`src/rtl/gate_identifier.sv`:
```
// gate_identifier: sequential self-check engine for 2-input library gates.
// Drives {a,b} through 00,01,10,11 and holds each vector for SETTLE_CYCLES
// clocks. It samples dut_y at the end of each hold, then classifies the
// resulting 4-bit truth table and compares the result with the captured
// expected code.
`timescale 1ns/1ps

module gate_identifier #(
  parameter int SETTLE_CYCLES = 2,
  parameter int CNT_W         = 4
) (
  input  logic       clk,
  input  logic       rst_n,
  input  logic       start,
  input  logic [2:0] exp_code,
  input  logic       dut_y,
  output logic       a,
  output logic       b,
  output logic       busy,
  output logic       done,
  output logic [3:0] truth_table,
  output logic [2:0] gate_code,
  output logic       pass
);

  // Terminal value of the settle counter: a sample is taken on the edge
  // where the counter already holds this value.
  localparam logic [CNT_W-1:0] CNT_LAST = CNT_W'(SETTLE_CYCLES - 1);

  // Gate-type codes reported on gate_code. The value 7 is reserved and is
  // never produced.
  localparam logic [2:0] CODE_UNKNOWN = 3'd0;
  localparam logic [2:0] CODE_AND     = 3'd1;
  localparam logic [2:0] CODE_OR      = 3'd2;
  localparam logic [2:0] CODE_NAND    = 3'd3;
  localparam logic [2:0] CODE_NOR     = 3'd4;
  localparam logic [2:0] CODE_XOR     = 3'd5;
  localparam logic [2:0] CODE_XNOR    = 3'd6;

  typedef enum logic [1:0] {
    IDLE  = 2'd0,
    DRIVE = 2'd1,
    DONE  = 2'd2
  } state_t;

  state_t           state_reg;
  logic [1:0]       idx_reg;
  logic [CNT_W-1:0] cnt_reg;
  logic [2:0]       exp_reg;
  logic [3:0]       tt_shadow_reg;

  logic [3:0]       tt_next;
  logic [2:0]       code_next;
  logic             pass_next;

  // Merge the current dut_y sample into the shadow table at the active
  // vector. This lets the final edge register the complete table, including
  // the last sample, in a single step.
  generate
    for (genvar gi = 0; gi < 4; gi++) begin : g_tt_merge
      assign tt_next[gi] = (idx_reg == 2'(gi)) ? dut_y : tt_shadow_reg[gi];
    end
  endgenerate

  // Decode the merged truth table (bit i is the output for {a,b} = i).
  always_comb begin
    code_next = CODE_UNKNOWN;
    case (tt_next)
      4'b1000: code_next = CODE_AND;
      4'b1110: code_next = CODE_OR;
      4'b0111: code_next = CODE_NAND;
      4'b0001: code_next = CODE_NOR;
      4'b0110: code_next = CODE_XOR;
      4'b1001: code_next = CODE_XNOR;
      default: code_next = CODE_UNKNOWN;
    endcase
  end

  // An unknown gate never passes, even when the expected code is also 0.
  assign pass_next = (code_next == exp_reg) && (code_next != CODE_UNKNOWN);

  // Sweep sequencer. All outputs are registered.
  always_ff @(posedge clk or negedge rst_n) begin
    if (!rst_n) begin
      state_reg     <= IDLE;
      idx_reg       <= 2'd0;
      cnt_reg       <= '0;
      exp_reg       <= 3'd0;
      tt_shadow_reg <= 4'd0;
      a             <= 1'b0;
      b             <= 1'b0;
      busy          <= 1'b0;
      done          <= 1'b0;
      truth_table   <= 4'd0;
      gate_code     <= 3'd0;
      pass          <= 1'b0;
    end else begin
      case (state_reg)
        IDLE: begin
          a    <= 1'b0;
          b    <= 1'b0;
          busy <= 1'b0;
          done <= 1'b0;
          if (start) begin
            exp_reg   <= exp_code;
            idx_reg   <= 2'd0;
            cnt_reg   <= '0;
            busy      <= 1'b1;
            state_reg <= DRIVE;
          end
        end

        DRIVE: begin
          if (cnt_reg != CNT_LAST) begin
            cnt_reg <= cnt_reg + CNT_W'(1);
          end else begin
            cnt_reg       <= '0;
            tt_shadow_reg <= tt_next;
            if (idx_reg != 2'd3) begin
              // Advance to the next vector on the same edge as idx.
              idx_reg  <= idx_reg + 2'd1;
              {a, b}   <= idx_reg + 2'd1;
            end else begin
              // Last sample: publish the results and return the gate
              // inputs to 00.
              truth_table <= tt_next;
              gate_code   <= code_next;
              pass        <= pass_next;
              a           <= 1'b0;
              b           <= 1'b0;
              busy        <= 1'b0;
              done        <= 1'b1;
              state_reg   <= DONE;
            end
          end
        end

        DONE: begin
          // One-cycle done pulse. A start seen here is dropped, not queued.
          done      <= 1'b0;
          busy      <= 1'b0;
          state_reg <= IDLE;
        end

        default: begin
          state_reg <= IDLE;
          busy      <= 1'b0;
          done      <= 1'b0;
        end
      endcase
    end
  end

endmodule

```
`config.mk`:
```
export PLATFORM = sky130hd
export DESIGN_NAME = gate_identifier
export DESIGN_NICKNAME = d
export VERILOG_FILES = /design/src/rtl/gate_identifier.sv
export SDC_FILE = /design/constraint.sdc
export NUM_CORES = 1
export LEC_CHECK = 0
export CAP_MARGIN = 20
export CORE_MARGIN = 2
export CORE_UTILIZATION = 55
export DETAILED_ROUTE_END_ITERATION = 6
export PLACE_DENSITY_LB_ADDON = 0.25
export SYNTH_ARGS = -nofsm -noshare
export SYNTH_HDL_FRONTEND = slang
export SYNTH_SLANG_ARGS = --single-unit
```
`constraint.sdc`:
```
create_clock -name clk -period 3.3 [get_ports clk]
set_input_delay 0.495 -clock clk [delete_from_list [all_inputs] [get_ports clk]]
set_output_delay 0.495 -clock clk [all_outputs]
set_load 0.01 [all_outputs]
```
==> results of run 1 <==
## kinds of logic (layout without fill, tap and decap cells)
kind of cell | after synthesis | count (layout) | share of synthesized area, %
buffers and inverters | 7 | 27 | 2.18
AND/OR/NAND/NOR | 58 | 58 | 20.6
AO/OA/AOI/OAI | 27 | 27 | 13.1
adder cells (fa/ha/maj) | 6 | 6 | 5.68
XOR/XNOR | 3 | 3 | 1.99
flip-flops | 27 | 27 | 51.1
multiplexers | 6 | 6 | 5.30
## final cells by class
type | instances | area (um^2) | area share, %
Clock buffer | 4 | 26.3 | 1.69
Inverter | 4 | 15.0 | 0.964
Timing Repair Buffer | 19 | 188 | 12.0
Multi-Input combinational cell | 100 | 618 | 39.7
Sequential cell | 27 | 676 | 43.4
Tap cell | 28 | 35.0 | 2.25
## worst max path at each step
| stage | from | slack (ps) | end |
|---|---|---|---|
| 2_1_floorplan | idx_reg[0] | 1430 | pass |
| 3_3_place_gp | dut_y | 1040 | pass |
| 3_5_place_dp | dut_y | 890 | pass |
| 5_1_grt | cnt_reg[1] | 790 | gate_code[0] |
| 4_1_cts | cnt_reg[1] | 1070 | gate_code[0] |
| 6_report | cnt_reg[1] | 1070 | gate_code[0] |
## routing by layer
metal,track usage [%],up-vias,wire length (um)
met5,0,-,0
met4,12.4,0,50
met3,2.82,4,112
met2,34.2,25,1130
met1,28.2,479,1200
li1,-,501,-
## synthesized netlist by cell type, drive strengths merged
| cell type | number | share of area (%) |
|---|---|---|
| nand2b | 1 | 0.47 |
| nand4 | 2 | 0.95 |
| a22o | 4 | 2.6 |
| o221ai | 1 | 1.1 |
| mux2 | 2 | 2.0 |
| a21oi | 5 | 1.9 |
| o21ai | 11 | 4.2 |
| nor2 | 11 | 3.7 |
| a31oi | 2 | 0.95 |
| dfrtp | 27 | 51 |
| xor2 | 3 | 2.0 |
| or3b | 1 | 0.66 |
| nand4b | 2 | 1.3 |
| o31ai | 3 | 1.7 |
| nor3b | 1 | 0.57 |
| or2 | 2 | 0.95 |
| nand3 | 2 | 0.76 |
| o32ai | 1 | 0.66 |
| ha | 6 | 5.7 |
| nor2b | 1 | 0.47 |
| nand2 | 32 | 9.1 |
| or3 | 1 | 0.85 |
| inv | 4 | 1.1 |
| buf | 2 | 0.76 |
| and2 | 1 | 0.47 |
| nor3 | 1 | 0.38 |
| mux2i | 4 | 3.3 |
| clkbuf | 1 | 0.28 |
## per-stage QoR
stage	util [%]	std cells	hold WS, ps	instance area, um^2	power, uW
after floorplan	-	134	199	1320	1070
after global placement	68.6	178	454	1530	1290
after detailed placement	68.6	178	457	1530	1320
after CTS	69.7	182	488	1560	1470
after global routing	69.7	182	529	1560	1590
final	69.7	182	485	1560	1460
## critical path, stage by stage (launching register included)
cell and delay [ps]:
dfrtp_1 440, inv_1 70, ha_1 140, or3b_1 490, nor2_4 150, nand3_1 360
inv_1 300, nor2_1 70, a31oi_1 150
## where the power goes
group	switching (uW)	total, uW	internal (uW)
sequential	120	594	474
combinational	370	721	351
clock	94.6	142	47.4
## placed cells by master, fill, tap and decap left out
master,count
nand4b_1,2
mux2i_2,1
nand3_1,2
inv_1,4
mux2_4,1
nor3b_1,1
clkdlybuf4s50_1,18
mux2_2,1
a21oi_1,5
buf_4,1
or3b_1,1
nor2_4,1
a31oi_1,2
nor2_1,10
nand2b_1,1
mux2i_1,3
xor2_1,3
dfrtp_1,27
nand2_1,32
clkbuf_4,3
a22o_1,4
nor2b_1,1
nand4_1,2
o21ai_0,10
o221ai_2,1
nor3_1,1
o21ai_1,1
and2_1,1
clkbuf_1,1
o32ai_1,1
o31ai_1,3
ha_1,6
or3_4,1
or2_2,2
==> flow_summary.json, run 1 <==
{
  "fmax_mhz": 448,
  "root_buffer": "clkbuf_4",
  "cts_buffers": 3,
  "drtAntennaViolNets": 0,
  "critical_path_required_ps": 3560,
  "firstDrtPassIters": 4,
  "routedWlPerCell_um": 13.7,
  "synth-seq-cells": 27,
  "slew_violations": 0,
  "vias_per_cell": 5.54,
  "end_kind": "flop",
  "dpl.hpwl_um": 1850,
  "outcome": "finished clean",
  "grt_pass1_vias": 988,
  "route.detailed.drc": 0,
  "io_buffers": 18,
  "worst_clock_skew_ps": 4.03,
  "final.setup.tns_ps": 0,
  "vias": 1009,
  "die_h_um": 53.0,
  "setup_viol": 0,
  "maxSlewHeadroom_pct": 60.2,
  "postCtsSetupBuffers": 0,
  "antenna_cells": 0,
  "hold-path-endpoint": "gate_code[1]",
  "nets": 168,
  "nFillCells": 177,
  "ys_types": 32,
  "die_w_um": 53.0,
  "rrSetupSlack_ps": 1070,
  "cts_resized": 0,
  "gp_congestion": 0.889,
  "min-delay-start": "gate_code[1]",
  "grt_pass1_wl_um": 4360,
  "reg2reg_depth": 8,
  "hold_buffers": 0,
  "netlist_area_um2": 1320,
  "clock_sinks": 27,
  "arrival_ps": 2490,
  "crit_path_start_kind": "flop",
  "fp.coreArea_um2": 2230,
  "path_class": "flop to flop",
  "routed_wl_um": 2490,
  "worstHoldPathType": "flop to flop",
  "area_delta_synth_final_pct": 17.8,
  "worst_slack_ps": 1070,
  "min_path_cells": 2,
  "yosysWarnings": 0,
  "io_pins": 19,
  "num_rows": 17,
  "r2r-end": "gate_code[0]",
  "gr-total-overflow": 0,
  "syn_avg_cell_area_um2": 9.87,
  "synth_nets": 147,
  "finalHoldViolCount": 0,
  "grt_usage_pct": 21.5,
  "pre_cts_slack_ps": 888,
  "htreeDepth": 1,
  "max_slew.worst_pin.slew_ps": 581,
  "dieArea_um2": 2810,
  "crit_fanout": 14,
  "initial_core_util_pct": 59.2,
  "cts_tree": "done",
  "clk_pin_slew_ps": 140,
  "timing.rr.start": "cnt_reg[1]",
  "powerDensity_nw_per_um2": 935,
  "fin_crit_sh_pct": 67.6,
  "antenna_found_initial": 0,
  "synth_cells": 134,
  "clockBufferDepth": 2,
  "grt_max_degree": 28,
  "rsz0062_at_grt": "no",
  "vdd_drop_max_uv": 514,
  "maxCapViolCount": 0,
  "layout-drive-gt1-share_pct": 7.79,
  "drt-initial-drc-count": 11,
  "synth.yosys.seq_area_share_pct": 51.1,
  "period_needed_ps": 2230,
  "clk_latency_ps": 330,
  "leakage_uw": 0.000713
}
(Power assumes the default switching activity.)
==> inputs of run 2 (changes only) <==
Settings changed: CORE_UTILIZATION 55 to 53.
Clock period 3.3 ns to 2.1 ns, I/O delays scaled along.
==> flow_summary.json, run 2 (same netlist as run 1, synthesis figures left out) <==
{
  "fin_crit_sh_pct": 91.8,
  "outcome": "finished clean",
  "vias_per_cell": 5.50,
  "area_delta_synth_final_pct": 21.7,
  "drt-initial-drc-count": 12,
  "maxCapViolCount": 0,
  "end_kind": "flop",
  "ff_latch_area_um2": 677,
  "power.total_uw": 2380,
  "global_route.usage.met2_pct": 31.5,
  "htreeDepth": 1,
  "setup_viol": 0,
  "clk_pin_slew_ps": 140,
  "cell_internal_pwr_uw": 1440,
  "gr-total-overflow": 0,
  "crit_fanout": 9,
  "routedWlPerCell_um": 13.9,
  "multi_input_area_um2": 628,
  "layout_common_cells": "nand2_1, dfrtp_1, clkdlybuf4s50_1",
  "grt-busiest-layer": "met2",
  "maxSlewHeadroom_pct": 73.9,
  "p_seq_share_pct": 39.4,
  "grt_pass1_wl_um": 4080,
  "antenna_cells": 0,
  "path_class": "flop to flop",
  "worstPathCellList": "inv_1 -> ha_1 -> mux2i_2 -> buf_4 -> nand4_1 -> o221ai_2 -> o21ai_1 -> o31ai_1",
  "powerDensity_nw_per_um2": 1480,
  "grt_usage_pct": 19.7,
  "mostFrequentLayoutCell": "nand2_1",
  "r2r-end": "pass",
  "period_needed_ps": 1930,
  "p_clk_share_pct": 9.3,
  "nFillCells": 204,
  "antenna_found_initial": 0,
  "leakage_uw": 0.000741,
  "p_sw_share_pct": 39.6,
  "reg2reg_depth": 8,
  "firstDrtPassIters": 4,
  "vias": 1040,
  "timing.rr.start": "idx_reg[0]",
  "io_pins": 19,
  "initial_core_util_pct": 54.9,
  "rsz0062_at_grt": "no",
  "fmax_mhz": 519,
  "hold_buffers": 0,
  "layout-drive-gt1-share_pct": 13.2,
  "dpl.hpwl_um": 1940,
  "slowest_delay_ps": 470,
  "drtAntennaViolNets": 0,
  "final.setup.tns_ps": 0,
  "pre_cts_slack_ps": 20.5,
  "routed_wl_um": 2620,
  "vdd_drop_max_uv": 1030,
  "grt.met3_usage_pct": 2.78,
  "critical_path_required_ps": 2350,
  "worst_clock_skew_ps": 7.67,
  "use_met1_pct": 27.5,
  "worstHoldPathType": "primary input to async pin",
  "slowest_stage": "dfrtp_2",
  "cts_tree": "done",
  "rrSetupSlack_ps": 170,
  "fp.coreArea_um2": 2410,
  "switching_power_uw": 944,
  "cts_buffers": 3,
  "finalHoldViolCount": 0,
  "grt_pass1_vias": 910,
  "root_buffer": "clkbuf_4",
  "worst_slack_ps": 172,
  "gp_congestion": 0.810,
  "arrival_ps": 2170,
  "slew_violations": 0,
  "dieArea_um2": 2910,
  "clock_sinks": 27,
  "route.detailed.drc": 0,
  "crit_path_start_kind": "flop",
  "grt_max_degree": 28,
  "die_h_um": 54.0,
  "nets": 173,
  "die_w_um": 54.0,
  "num_rows": 18,
  "clockBufferDepth": 2,
  "post-place-cells": 185,
  "fin_util_pct": 66.8,
  "max_slew.worst_pin.slew_ps": 388,
  "clk_latency_ps": 320,
  "comb_power_share_pct": 51.4,
  "post_layout_nonfiller_instances": 189,
  "io_buffers": 18
}
-- run 2: area by class of cell --
cell class	count	share of cell area (%)
timing repair buffer	24	14.0
multi-input combinational	100	39.0
tap	30	2.33
clock buffer	4	1.63
inverter	4	0.933
sequential	27	42.1
-- run 2: power by group through the flow --
stage               Sequential [uW]  Combinational (uW)  Clock [uW]
floorplan                       953                 725           0
global placement                926                1140           0
detailed placement              941                1190           0
CTS                             927                1200         225
global route                    968                1360         249
finish                          938                1220         221
-- run 2: how the worst max path moves through the flow --
stage | endpoint | slack (ps) | startpoint | cells past startpoint
after global placement | pass | 70 | dut_y | 6
after detailed placement | pass | 20 | dut_y | 6
final | pass | 170 | idx_reg[0] | 8
after global routing | pass | 30 | idx_reg[0] | 8
after CTS | pass | 110 | idx_reg[0] | 7
after floorplan | pass | 230 | idx_reg[0] | 6
-- run 2: worst max-delay path, delay by kind of cell (launching register included) --
family          cells  cell delay, ps
fa+ha+maj           1             200
simple gates        1             170
buf+inv             2             290
compound gates      3             510
flops               1             470
mux                 1             220
-- run 2: routing by layer --
| metal | vias to the layer above | part of all wire, % |
|---|---|---|
| met5 | - | 0 |
| met4 | 0 | 1.7 |
| met3 | 4 | 2.7 |
| met2 | 20 | 49 |
| met1 | 506 | 47 |
| li1 | 510 | - |
-- run 2: timing repair --
action	in CTS	in global routing
buffers inserted	0	0
gates resized for setup	0	4
setup endpoints to repair	0	1
-- run 2: through the flow --
stage          hold WS [ps]  instance area (um^2)
6_report                342                  1610
5_1_grt                 375                  1610
4_1_cts                 360                  1600
3_5_place_dp            461                  1570
3_3_place_gp            455                  1570
2_1_floorplan          19.4                  1320
